[config.mk]
export PLATFORM = sky130hd
export DESIGN_NAME = instr_split_stage
export DESIGN_NICKNAME = d
export VERILOG_FILES = /design/src/rtl/instr_split_stage.sv
export SDC_FILE = /design/constraint.sdc
export NUM_CORES = 1
export LEC_CHECK = 0
export ABC_AREA = 0
export BUFFER_PORTS_ARGS = -buffer_cell sky130_fd_sc_hd__clkbuf_2
export CAP_MARGIN = 20
export CORE_MARGIN = 8
export CORE_UTILIZATION = 44
export CTS_CLUSTER_DIAMETER = 50
export DETAILED_ROUTE_END_ITERATION = 6
export PLACE_DENSITY = 0.81
export SLEW_MARGIN = 20
export SYNTH_ARGS = -nofsm -noshare
export SYNTH_HDL_FRONTEND = slang
export SYNTH_SLANG_ARGS = --single-unit
export TNS_END_PERCENT = 20
[constraint.sdc]
create_clock -name clk -period 3.25 [get_ports clk]
set_input_delay 0.4875 -clock clk [delete_from_list [all_inputs] [get_ports clk]]
set_output_delay 0.4875 -clock clk [all_outputs]
set_load 0.02 [all_outputs]
[src/rtl/instr_split_stage.sv]
// Buffered MIPS instruction field splitter: DEPTH-entry FIFO of {instr, pc, ext_mode} with fields decoded from the head.
// Define INSTR_SPLIT_TARGET_EN to build the branch/jump target adders and the pc storage they need.
`timescale 1ns/1ps
module instr_split_stage #(
  parameter int XLEN  = 32,
  parameter int DEPTH = 2
) (
  input  logic                         clk,
  input  logic                         rst_n,
  input  logic                         in_valid,
  output logic                         in_ready,
  input  logic [31:0]                  in_instr,
  input  logic [XLEN-1:0]              in_pc,
  input  logic [1:0]                   in_ext_mode,
  output logic                         out_valid,
  input  logic                         out_ready,
  output logic [5:0]                   opcode,
  output logic [4:0]                   rs,
  output logic [4:0]                   rt,
  output logic [4:0]                   rd,
  output logic [4:0]                   shamt,
  output logic [5:0]                   funct,
  output logic [15:0]                  imm,
  output logic [25:0]                  imm1,
  output logic [XLEN-1:0]              ext_imm,
  output logic [XLEN-1:0]              br_target,
  output logic [XLEN-1:0]              j_target,
  output logic [$clog2(DEPTH+1)-1:0]   count
);

  localparam int AW = $clog2(DEPTH);
  localparam int CW = $clog2(DEPTH+1);

  logic [31:0]   r_instr_mem [DEPTH];
  logic [1:0]    r_mode_mem  [DEPTH];
  logic [AW-1:0] r_wr_ptr;
  logic [AW-1:0] r_rd_ptr;
  logic [CW-1:0] r_count;

  logic          w_push;
  logic          w_pop;
  logic [31:0]   w_head_instr;
  logic [1:0]    w_head_mode;
  logic [XLEN-1:0] w_imm_zext;
  logic [XLEN-1:0] w_imm_sext;

  // No pass-through: a full FIFO refuses input even when the head is popped this cycle.
  assign in_ready  = (r_count < CW'(DEPTH));
  assign out_valid = (r_count != '0);
  assign count     = r_count;
  assign w_push    = in_valid && in_ready;
  assign w_pop     = out_valid && out_ready;

  always_ff @(posedge clk) begin
    if (!rst_n) begin
      r_wr_ptr <= '0;
      r_rd_ptr <= '0;
      r_count  <= '0;
    end else begin
      if (w_push) r_wr_ptr <= r_wr_ptr + 1'b1;
      if (w_pop)  r_rd_ptr <= r_rd_ptr + 1'b1;
      case ({w_push, w_pop})
        2'b10:   r_count <= r_count + 1'b1;
        2'b01:   r_count <= r_count - 1'b1;
        default: r_count <= r_count;
      endcase
    end
  end

  // Storage needs no reset: entries are only visible through out_valid.
  always_ff @(posedge clk) begin
    if (w_push) begin
      r_instr_mem[r_wr_ptr] <= in_instr;
      r_mode_mem[r_wr_ptr]  <= in_ext_mode;
    end
  end

  assign w_head_instr = out_valid ? r_instr_mem[r_rd_ptr] : 32'h0;
  assign w_head_mode  = out_valid ? r_mode_mem[r_rd_ptr]  : 2'b00;

  assign opcode = w_head_instr[31:26];
  assign rs     = w_head_instr[25:21];
  assign rt     = w_head_instr[20:16];
  assign rd     = w_head_instr[15:11];
  assign shamt  = w_head_instr[10:6];
  assign funct  = w_head_instr[5:0];
  assign imm    = w_head_instr[15:0];
  assign imm1   = w_head_instr[25:0];

  assign w_imm_zext = {{(XLEN-16){1'b0}}, w_head_instr[15:0]};
  assign w_imm_sext = {{(XLEN-16){w_head_instr[15]}}, w_head_instr[15:0]};

  always_comb begin
    ext_imm = w_imm_zext;
    case (w_head_mode)
      2'b00: ext_imm = w_imm_zext;
      2'b01: ext_imm = w_imm_sext;
      2'b10: ext_imm = w_imm_zext << 16;
      2'b11: ext_imm = w_imm_sext << 2;
      default: ext_imm = w_imm_zext;
    endcase
  end

`ifdef INSTR_SPLIT_TARGET_EN
  logic [XLEN-1:0] r_pc_mem [DEPTH];
  logic [XLEN-1:0] w_head_pc;
  logic [XLEN-1:0] w_pc4;

  always_ff @(posedge clk) begin
    if (w_push) r_pc_mem[r_wr_ptr] <= in_pc;
  end

  assign w_head_pc = out_valid ? r_pc_mem[r_rd_ptr] : '0;
  assign w_pc4     = w_head_pc + XLEN'(4);

  // Gated explicitly: an empty head would otherwise show pc+4 on the branch target.
  assign br_target = out_valid ? (w_pc4 + (w_imm_sext << 2)) : '0;
  assign j_target  = out_valid ? {w_pc4[XLEN-1:28], w_head_instr[25:0], 2'b00} : '0;
`else
  logic w_unused_pc;

  assign w_unused_pc = ^in_pc;
  assign br_target   = '0;
  assign j_target    = '0;
`endif

endmodule

# After elaboration in Yosys (flattened, before gate mapping)
# Memories as Yosys holds them, arrays and structs flattened. A register that Yosys moved wholly into a read port is not among the register bits.
# Cells that the tools add are included.
[word_totals] word_cells=30 memories=2 mem_bits_rw=68 out_inout_bits=174 input_bits=70 register_bits=4
[op_classes] add_sub_neg=4 eq_ne=5 order_cmp=1 reduce_logical=5 mux=10
[memory_table] memory="r_instr_mem" depth=2 width=32 read_ports=1 rd_ports_with_merged_regs=1 write_ports=1 line="34" source="logic [31:0] r_instr_mem [DEPTH];"
[memory_table] memory="r_mode_mem" depth=2 width=2 read_ports=1 rd_ports_with_merged_regs=1 write_ports=1 line="35" source="logic [1:0] r_mode_mem [DEPTH];"
[op_table] cell="one-hot mux 32 bit (4 select lines)" count=1
[op_table] cell="two-way mux 32 bit" count=1
[op_table] cell="equality test 2 bit, second input constant" count=3
[op_table] cell="two-way mux 1 bit" count=6
[op_table] cell="equality test 2 x 1 -> 1 bit, second input constant" count=2
[op_table] cell="one-hot mux 2 bit (2 select lines)" count=1
[op_table] cell="nonzero test 2 bit" count=2
[op_table] cell="adder 1 bit, second input constant" count=2
[op_table] cell="adder 2 x 1 -> 2 bit, second input constant" count=1
[op_table] cell="logical AND 1 bit" count=2
[op_table] cell="logical NOT 2 bit" count=1
[op_table] cell="< comparator 2 bit, second input constant" count=1
[op_table] cell="two-way mux 2 bit" count=1
[op_table] cell="subtractor 2 x 1 -> 2 bit, second input constant" count=1

# Depth between registers and ports, before layout
# Gate-level depths: netlist of run 1.
[depth] word_depth=4 depth_mapped=7 depth_no_buf=7

# Worst setup path after synthesis of run 1
# OpenSTA, ideal clock, no wires.
[synth_timing] path_type="register -> register" from="register r_count[1] (netlist: count[1])" to="memory r_instr_mem[0][0], enable pin" setup_slack_ns=0.615 n_path_buf=0 t_required_ns=2.823 path_stages_with_launch=4 arrival_time_ns=2.208 synth_period_minus_slack_ns=2.635 setup_time_ns=0.427 path_cell_list="dfxtp_1 inv_1 nand2_1 nor2_1"
[synth_via] elab_chain_len=4
[synth_lines] element="from (decl)" line="38" source="logic [CW-1:0] r_count;"
[synth_lines] element="from (signal assigned)" line="63" source="2'b10: r_count <= r_count + 1'b1;"
[synth_lines] element="from (signal assigned)" line="64" source="2'b01: r_count <= r_count - 1'b1;"
[synth_lines] element="from (signal assigned)" line="65" source="default: r_count <= r_count;"
[synth_lines] element="< comparator 2 bit" line="48" source="assign in_ready = (r_count < CW'(DEPTH));"
[synth_lines] element="net in_ready" line="11" source="output logic in_ready,"
[synth_lines] element="logical AND 1 bit" line="51" source="assign w_push = in_valid && in_ready;"
[synth_lines] element="two-way mux 1 bit" line="72" source="if (w_push) begin"
[synth_lines] element="two-way mux 1 bit (not written as such)" line="73" source="r_instr_mem[r_wr_ptr] <= in_instr;"
[synth_lines] element="to (decl)" line="34"
# The timed path passes the listed nets, and every way through them passes these cells.

# Worst setup path in the final report of run 1
[layout_timing] from="register r_count[1] (netlist: count[1])" to="output ext_imm[2]"
[layout_via] elab_chain_len=4 elab_cells_between_ends=8 cone_classes="3 x eq/ne; 3 x mux; 2 x reduce/logical"
[layout_lines] element="nonzero test 2 bit *" line="49" source="assign out_valid = (r_count != '0);"
[layout_lines] element="two-way mux 2 bit" line="79" source="assign w_head_mode = out_valid ? r_mode_mem[r_rd_ptr] : 2'b00;"
[layout_lines] element="equality test 2 bit (tied with other cells)" line="95" source="case (w_head_mode)"
[layout_lines] element="one-hot mux 32 bit (4 select lines) *" line="95"
[layout_lines] element="to (decl)" line="25" source="output logic [XLEN-1:0] ext_imm,"
# Mark *: on every way between the ends. The rest lies on a longest branch, timed or not.

==> run metrics, run 1 <==
clk_lat worst skew 0.33 ns; clock buffer count from CTS 9; minimum clock period 2.85 ns; CTS Sinks 73; DR WL/cell 16.3 um; Slew Viols, Final 0; Max-Cap Viols 0; post-CTS resize count 0; initial antenna violation count 0; endpoints failing hold 0; Synth async-reset ratio 0; placed cell count 547; Cell Pwr Density 1010 nW/um^2; Layout area overhead 11.6%; achievable frequency 351 MHz; area of the mapped netlist 4030 sq um; Avg Inst Size Synth 11.7 sq um; Max Clock Skew 0.00615 ns; CTS hold repair buffers 0; largest net degree at the start of global routing 36; CTS H-tree lvls 3; vias per inst 4.43; number of global-route vias before repair 2723; dominant cell type by area after synthesis edfxtp_1; Post-Route Utilization 0.496; Cells after Synth 343; most common cell after layout, fill and taps aside clkbuf_2; #FFs+latches synth 73; core region area 9060 sq um; CTS tree done; crit path DAT 2.36 ns; Initial DRC Count 112; DRC Markers 0; # Post-CTS Setup Buffers 0; kind of critical path reg2out; Data required, critical path 2.76 ns; gpl congestion 0.738; Peak VDD IR 690 uV; antenna-violating nets left 0; fin crit share 0.877; Slew @ Worst Pin 0.992 ns; hold depth 1; share of cells above drive strength 1 0.425; count of different cell masters after synthesis 32; clk slew on worst S/H paths 0.07 ns; first-pass GRT wire length 14200 um; most frequent cells in the layout clkbuf_2 (147), edfxtp_1 (68), conb_1 (64), mux2i_1 (20), nor2_1 (18); Seq/Total Area, Yosys 0.532; PortBufs 147; nets 518; fillers 818; Die Height 112 um; # setup viols final 0; Synth top area share 0.507; Clock Tree Root clkbuf_8; # IOs 244; die area 12500 sq um; number of synthesized flops with an enable pin 68; RSZ-0062 raised after global routing false; GRT Util Overall 0.144; antenna cells 0; CTS Buffer Depth 2; initial core utilization 0.444; Hold WC Path Type in2reg; Pleak 2.07 nW; CP max FO 24; total number of vias 2493; yosys warns 0; Die X 112 um; Non-Filler Instances 563; CP startpoint kind flop; DP HPWL 7290 um; total gr overflow 0; total negative slack 0 ns; drt total wl 9160 um; status complete, no violations; Cell Rows 35; critical path capture point type output pin; main flop type after synthesis edfxtp_1; R2R cell count 6; Synth area leaders edfxtp_1 (51%), buf_4 (21%), mux2i_1 (5.0%); first-pass iteration count of the detailed router 4; worst-case headroom to the max-slew limit 0.337
## metrics by stage
stage	total power, mW	area [sq um]	hold WS, ns	worst slack [ns]
final	4.54	4500	0.343	0.401
after global routing	4.80	4500	0.318	0.163
after CTS	4.61	4500	0.319	0.338
after detailed placement	3.82	4270	0.534	0.717
after global placement	3.79	4270	0.518	0.784
after floorplan	3.39	4270	0.504	0.615
## cell families (layout without fill, tap and decap cells)
group / after synthesis / in the layout / synth area share
xor+xnor: 3 / 3 / 0.00652
flops: 73 / 73 / 0.532
buf+inv: 136 / 182 / 0.239
simple gates: 60 / 60 / 0.0727
fa+ha+maj: 1 / 1 / 0.00311
compound gates: 34 / 34 / 0.0509
mux: 35 / 35 / 0.0953
other cells: 1 / 64 / 0.000931
## worst max-delay path, cell delays in order, from the launching register on
cell	delay, ns
dfxtp_1	0.37
nor2_4	0.61
inv_2	0.29
nand2_1	0.23
inv_1	0.17
nand3_1	0.10
o21ai_0	0.09
clkbuf_2	0.17
## cell usage after synthesis, types with 2 or more instances
library cell,number
mux2_1,4
nor2_1,19
inv_2,5
and2_1,3
o21a_1,2
mux2_2,9
nor2_4,4
mux2i_1,20
o32ai_2,2
buf_4,111
edfxtp_1,68
nand3_1,12
inv_1,12
o21ai_1,13
nor2b_1,2
o21ai_0,14
xnor2_1,3
buf_6,4
buf_2,4
dfxtp_1,5
nand2_1,16
## final timing paths
| path | start | endpoint | slack [ns] |
|---|---|---|---|
| worst max-delay path | count[1]$_SDFFE_PN0P_ | ext_imm[2] | 0.40 |
| worst min-delay path | in_instr[15] | r_instr_mem[0][15]$_DFFE_PP_ | 0.34 |
| worst max register to register | count[1]$_SDFFE_PN0P_ | count[1]$_SDFFE_PN0P_ | 0.77 |
| worst min register to register | r_rd_ptr$_SDFFE_PN0P_ | r_rd_ptr$_SDFFE_PN0P_ | 0.55 |
## layout make-up
cell class                      count  area (sq um)  area share
Sequential cell                    73          2140       0.477
Multi-Input combinational cell    197          1170       0.260
Timing Repair Buffer              149           751       0.167
Clock buffer                       11           151      0.0337
Tap cell                          111           139      0.0309
Clock inverter                      5          77.6      0.0173
Inverter                           17          63.8      0.0142
## flip-flops by register name (all words and copies together), names as in the netlist, named ones only
name and flops:
count 2, r_instr_mem 64, r_mode_mem 4, r_rd_ptr 1, r_wr_ptr 1
## power breakdown
| part | switching (mW) | internal [mW] |
|---|---|---|
| logic | 1.77 | 0.698 |
| clock network | 0.304 | 0.471 |
| registers | 0.0891 | 1.21 |
| total | 2.17 | 2.38 |
## metal layers
layer / share of wire / up-vias / GRT usage
met1: 0.39 / 1144 / 0.146
met5: 0 / - / 0
met4: 0.012 / 0 / 0.0538
li1: - / 1206 / -
met2: 0.48 / 134 / 0.246
met3: 0.12 / 9 / 0.0790
Power figures use the tool's default switching activity.
==> run 2: changes to the inputs <==
--- a/config.mk
+++ b/config.mk
@@ -9,10 +9,10 @@
 export BUFFER_PORTS_ARGS = -buffer_cell sky130_fd_sc_hd__clkbuf_2
 export CAP_MARGIN = 20
 export CORE_MARGIN = 8
-export CORE_UTILIZATION = 44
+export CORE_UTILIZATION = 45
 export CTS_CLUSTER_DIAMETER = 50
 export DETAILED_ROUTE_END_ITERATION = 6
-export PLACE_DENSITY = 0.81
+export PLACE_DENSITY = 0.83
 export SLEW_MARGIN = 20
 export SYNTH_ARGS = -nofsm -noshare
 export SYNTH_HDL_FRONTEND = slang
==> constraint.sdc (replaced) <==
create_clock -name clk -period 3.3 [get_ports clk]
set_input_delay 0.495 -clock clk [delete_from_list [all_inputs] [get_ports clk]]
set_output_delay 0.495 -clock clk [all_outputs]
set_load 0.02 [all_outputs]
==> run 2 against run 1 <==
Compared with the run above: sequential share of layout area about the same; first-iteration DRC count up 6.3%; non-clock buffer count up 1; clock skew about the same; wire length up 4.1%; power down 1.4%; critical path depth down 1; sequential cell count unchanged; via count up 2.0%.
==> run metrics, run 2 (same netlist as run 1, synthesis figures left out) <==
status complete, no violations; Data required, critical path 2.80 ns (+0.04 ns); CTS Buffer Depth 2 (unchanged); endpoints failing hold 0 (unchanged); crit path DAT 2.31 ns (-0.05 ns); Max-Cap Viols 0 (unchanged); CTS tree done; total gr overflow 0 (unchanged); first-pass GRT wire length 14900 um (+4.9%); largest incremental delay on the critical path 0.68 ns (+0.07 ns); die area 12200 sq um (-1.9%); minimum clock period 2.81 ns; Non-Filler Instances 561 (-0.36%); RSZ-0062 raised after global routing false; core region area 8720 sq um (-3.8%); slowest cell on the critical path dfxtp_2; fillers 766 (-6.4%); min-delay src in_instr[5]; Slew Viols, Final 0 (unchanged); CTS H-tree lvls 3 (unchanged); antenna cells 0 (unchanged); largest net degree at the start of global routing 36 (unchanged); total negative slack 0 ns (unchanged); reg2reg start count[1]$_SDFFE_PN0P_; first-pass iteration count of the detailed router 4 (unchanged); Slew @ Worst Pin 0.983 ns (-0.00917 ns); antenna-violating nets left 0 (unchanged); share of cells above drive strength 1 0.424 (-0.000938); Max Clock Skew 0.00627 ns (+0.000126 ns); PortBufs 147 (unchanged); DP Area 4270 sq um (about the same); register area 2140 sq um (unchanged); nets 519 (+0.19%); number of flip-flops in the largest register 64 (unchanged); worst-path cell chain mux2i_1 > nor2_4 > buf_4 > mux2i_1 > o32ai_2 > clkbuf_2; Layout area overhead 11.6% (about the same); gpl congestion 0.760 (+2.9%); Pleak 2.08 nW (+0.28%); initial core utilization 0.462 (+0.0175); DRC Markers 0 (unchanged); critical path capture point type output pin; initial antenna violation count 1 (+1); Hold WC Path Type in2reg; total number of vias 2544 (+2.0%); Cell Rows 34 (-2.9%); kind of critical path reg2out; # setup viols final 0 (unchanged); Reg with most FFs r_instr_mem; Top delay family on crit path flip-flops; clk_lat worst skew 0.33 ns (about the same); drt total wl 9530 um (+4.1%); most frequent CP cell mux2i_1; Buf/Inv on CP 2 (-1); Post-Route Utilization 0.516 (+0.0199); DR WL/cell 17.0 um (+4.4%); R2R setup slack 0.89 ns (+0.12 ns); most common cell after layout, fill and taps aside clkbuf_2; Initial DRC Count 119 (+6.3%); final instance area 4500 sq um (about the same); # Post-CTS Setup Buffers 0 (unchanged); # IOs 244 (unchanged); worst-case headroom to the max-slew limit 0.343 (+0.00613); CTS Sinks 73 (unchanged); fin crit share 0.851; clock buffer count from CTS 9 (unchanged); Die Height 111 um (-0.96%); Peak VDD IR 562 uV (-19%); Clock Tree Root clkbuf_8; Cell Pwr Density 996 nW/um^2 (-1.4%); most frequent cells in the layout clkbuf_2 (147), edfxtp_1 (68), conb_1 (64), mux2i_1 (20), nor2_1 (18); vias per inst 4.53 (+2.4%); clk slew on worst S/H paths 0.07 ns (about the same); achievable frequency 356 MHz; number of global-route vias before repair 2860 (+5.0%); Die X 111 um (-0.96%); CP max FO 28 (+17%); GRT Util Overall 0.151 (+0.00638); post-CTS resize count 0 (unchanged); DP HPWL 7520 um (+3.1%); CP startpoint kind flop; placed cell count 545 (-0.37%); area of the multi-input gates 1170 sq um (-0.11%); CTS hold repair buffers 0 (unchanged)
## run 2: cell types whose count changed in the layout (fill, tap and decap cells not counted)
cell	previous run	this run
and3_1	0	1
buf_4	2	3
and3_2	1	0
## run 2: layout make-up
class	instances	share of cell area
flip-flops and latches	73	0.476
well taps	108	0.0300
clock inverters	5	0.0172
multi-input cells	197	0.260
clock buffers	11	0.0337
repair buffers	150	0.169
inverters	17	0.0142
## run 2: worst paths after layout
kind / to / cells past startpoint
setup / recovery: ext_imm[16] / 6
hold / removal: r_instr_mem[0][5]$_DFFE_PP_ / 1
setup reg to reg: count[1]$_SDFFE_PN0P_ / 6
hold reg to reg: r_rd_ptr$_SDFFE_PN0P_ / 2
## run 2: stage by stage
step                hold WS (ns)  setup slack [ns]  total power [mW]
global placement           0.516             0.825              3.73
detailed placement         0.527             0.795              3.77
finish                     0.347             0.491              4.48
floorplan                  0.504             0.665              3.34
global route               0.330             0.237              4.74
CTS                        0.326             0.411              4.55
## run 2: worst register-to-register path: cells and delay by family, from the launching register on
family	cells	cell delay, ns
DFF	1	0.37
adders and majority gates	1	0.33
and+or+nand+nor	3	1.21
AOI/OAI and AO/OA	1	0.15
buffers and inverters	1	0.28
## run 2: per-layer routing
layer / GRT usage / part of all wire
met2: 0.254 / 0.49
met5: 0 / 0.0012
met4: 0.0586 / 0.0092
met1: 0.153 / 0.38
met3: 0.0806 / 0.12
## run 2: where the power goes
group / internal (mW) / switching, mW
Clock: 0.464 / 0.301
Combinational: 0.689 / 1.75
Sequential: 1.19 / 0.0900
==> run 3: changes to the inputs <==
--- a/config.mk
+++ b/config.mk
@@ -8,11 +8,13 @@
 export ABC_AREA = 0
 export BUFFER_PORTS_ARGS = -buffer_cell sky130_fd_sc_hd__clkbuf_2
 export CAP_MARGIN = 20
+export CELL_PAD_IN_SITES_DETAIL_PLACEMENT = 2
+export CELL_PAD_IN_SITES_GLOBAL_PLACEMENT = 2
 export CORE_MARGIN = 8
-export CORE_UTILIZATION = 45
+export CORE_UTILIZATION = 27
 export CTS_CLUSTER_DIAMETER = 50
 export DETAILED_ROUTE_END_ITERATION = 6
-export PLACE_DENSITY = 0.83
+export PLACE_DENSITY_LB_ADDON = 0.1
 export SLEW_MARGIN = 20
 export SYNTH_ARGS = -nofsm -noshare
 export SYNTH_HDL_FRONTEND = slang
==> run 3 against run 2 <==
Compared with the run above: first-iteration DRC count decreased by 48%; wire length increased by 16%; cell area rose by 3.1%; critical endpoint is now ext_imm[17]; highest routed layer unchanged.
==> run metrics, run 3 (same netlist as run 1, synthesis figures left out) <==
worst-case headroom to the max-slew limit 0.401 (+0.0573); first-pass GRT wire length 17400 um (+17%); Crit. path cell count 6 (unchanged); fin crit share 0.894 (+0.0422); critical path capture point type output pin; Max-Cap Viols 0 (unchanged); GRT Util Overall 0.115 (-0.0357); share of cells above drive strength 1 0.421 (-0.00314); CTS tree done; DRC Markers 0 (unchanged); Slew @ Worst Pin 0.899 ns (-0.0835 ns); kind of critical path reg2out; Peak VDD IR 361 uV (-36%); endpoints failing hold 0 (unchanged); Post-Route Utilization 0.319 (-0.197); Cell Rows 44 (+29%); Die X 138 um (+25%); initial antenna violation count 2 (+1); minimum clock period 2.95 ns (+0.139 ns); Max Clock Skew 0.00418 ns (-0.00210 ns); RSZ-0062 raised after global routing false; worst-path cell chain mux2i_1 > nor2_4 > buf_4 > o21ai_2 > o21ai_0 > clkbuf_2; GR peak layer met2; PortBufs 147 (unchanged); slowest cell on the critical path dfxtp_2; DR WL/cell 17.3 um (+1.7%); crit path DAT 2.45 ns (+0.14 ns); die area 19100 sq um (+56%); post-CTS resize count 0 (unchanged); largest incremental delay on the critical path 0.69 ns (about the same); most common cell after layout, fill and taps aside clkbuf_2; Buf/Inv on CP 2 (unchanged); Clock Tree Root clkbuf_16; total gr overflow 0 (unchanged); clk slew on worst S/H paths 0.06 ns (about the same); # Post-CTS Setup Buffers 0 (unchanged); first-pass iteration count of the detailed router 4 (unchanged); total negative slack 0 ns (unchanged); Layout area overhead 15.1%; clk_lat worst skew 0.33 ns (about the same); CTS hold repair buffers 0 (unchanged); # IOs 244 (unchanged); met1 Track Usage GR 0.116 (-0.0366); Cell Pwr Density 994 nW/um^2 (-0.21%); core region area 14500 sq um (+67%); grt met2 use 0.192 (-0.0628); vias per inst 4.10 (-9.7%); status complete, no violations; gpl congestion 0.681 (-10%); DP HPWL 8670 um (+15%); largest net degree at the start of global routing 35 (-2.8%); achievable frequency 339 MHz (-4.7%); Slew Viols, Final 0 (unchanged); total number of vias 2613 (+2.7%); Data required, critical path 2.80 ns (about the same); R2R cell count 6 (unchanged); Hold WC Path Type in2reg; CTS Buffer Depth 2 (unchanged); nets 520 (+0.19%); number of global-route vias before repair 3012 (+5.3%); met3 GRT Util 0.0613 (-0.0193); initial core utilization 0.277 (-0.185); CTS Sinks 73 (unchanged); antenna cells 0 (unchanged); Pleak 2.10 nW (+1.1%); CTS H-tree lvls 3 (unchanged); Initial DRC Count 62 (-48%); clock buffer count from CTS 9 (unchanged); number of flip-flops in the largest register 64 (unchanged); CP startpoint kind flop; hold depth 1 (unchanged); Reg with most FFs r_instr_mem; CP max FO 32 (+14%); drt total wl 11000 um (+16%); antenna-violating nets left 0 (unchanged); most frequent cells in the layout clkbuf_2 (147), edfxtp_1 (68), conb_1 (64), mux2i_1 (20), nor2_1 (18); # setup viols final 0 (unchanged); Top delay family on crit path flip-flops; Die Height 138 um (+25%)
## run 3: changes by cell type in the layout (fill, tap and decap cells not counted)
cell        change
clkbuf_8       -10
clkbuf_16       +9
bufinv_16       -2
clkbuf_1        +2
and3_1          -1
and3_2          +1
buf_4           +1
clkinv_1        +1
clkinv_2        +1
clkinvlp_4      -1
## run 3: path summary, 6_finish.rpt
path,endpoint,slack [ns],from
max,ext_imm[17],0.35,flop
max reg2reg,count[1]$_SDFFE_PN0P_,1.16,count[1]$_SDFFE_PN0P_
min,r_instr_mem[0][20]$_DFFE_PP_,0.35,in_instr[20]
min reg2reg,r_rd_ptr$_SDFFE_PN0P_,0.54,r_rd_ptr$_SDFFE_PN0P_
## run 3: cell type report
type / instances / area, sq um
clock inverter: 4 / 18.8
timing repair buffer: 151 / 766
tap: 184 / 230
inverter: 17 / 63.8
fill: 1642 / 9900
sequential: 73 / 2140
multi-input combinational: 197 / 1170
clock buffer: 12 / 246
## run 3: per-stage QoR
stage / power (mW) / cell area [sq um] / hold slack (ns) / worst slack, ns / std cells
global route: 4.93 / 4640 / 0.340 / 0.137 / 638
floorplan: 3.34 / 4270 / 0.504 / 0.665 / 406
CTS: 4.74 / 4640 / 0.336 / 0.238 / 638
global placement: 3.83 / 4370 / 0.522 / 0.639 / 622
detailed placement: 3.84 / 4370 / 0.531 / 0.633 / 622
finish: 4.61 / 4640 / 0.352 / 0.351 / 638
## run 3: per-layer routing
| metal | part of all wire | vias up | routed length [um] |
|---|---|---|---|
| li1 | - | 1208 | - |
| met1 | 0.39 | 1241 | 4260 |
| met2 | 0.47 | 145 | 5230 |
| met3 | 0.12 | 15 | 1320 |
| met4 | 0.016 | 4 | 179 |
| met5 | 0.0024 | - | 27 |
## run 3: report_power, final
| part | switching (mW) | internal, mW | total [mW] |
|---|---|---|---|
| combinational | 1.76 | 0.702 | 2.46 |
| sequential | 0.0924 | 1.19 | 1.28 |
| clock | 0.342 | 0.522 | 0.864 |
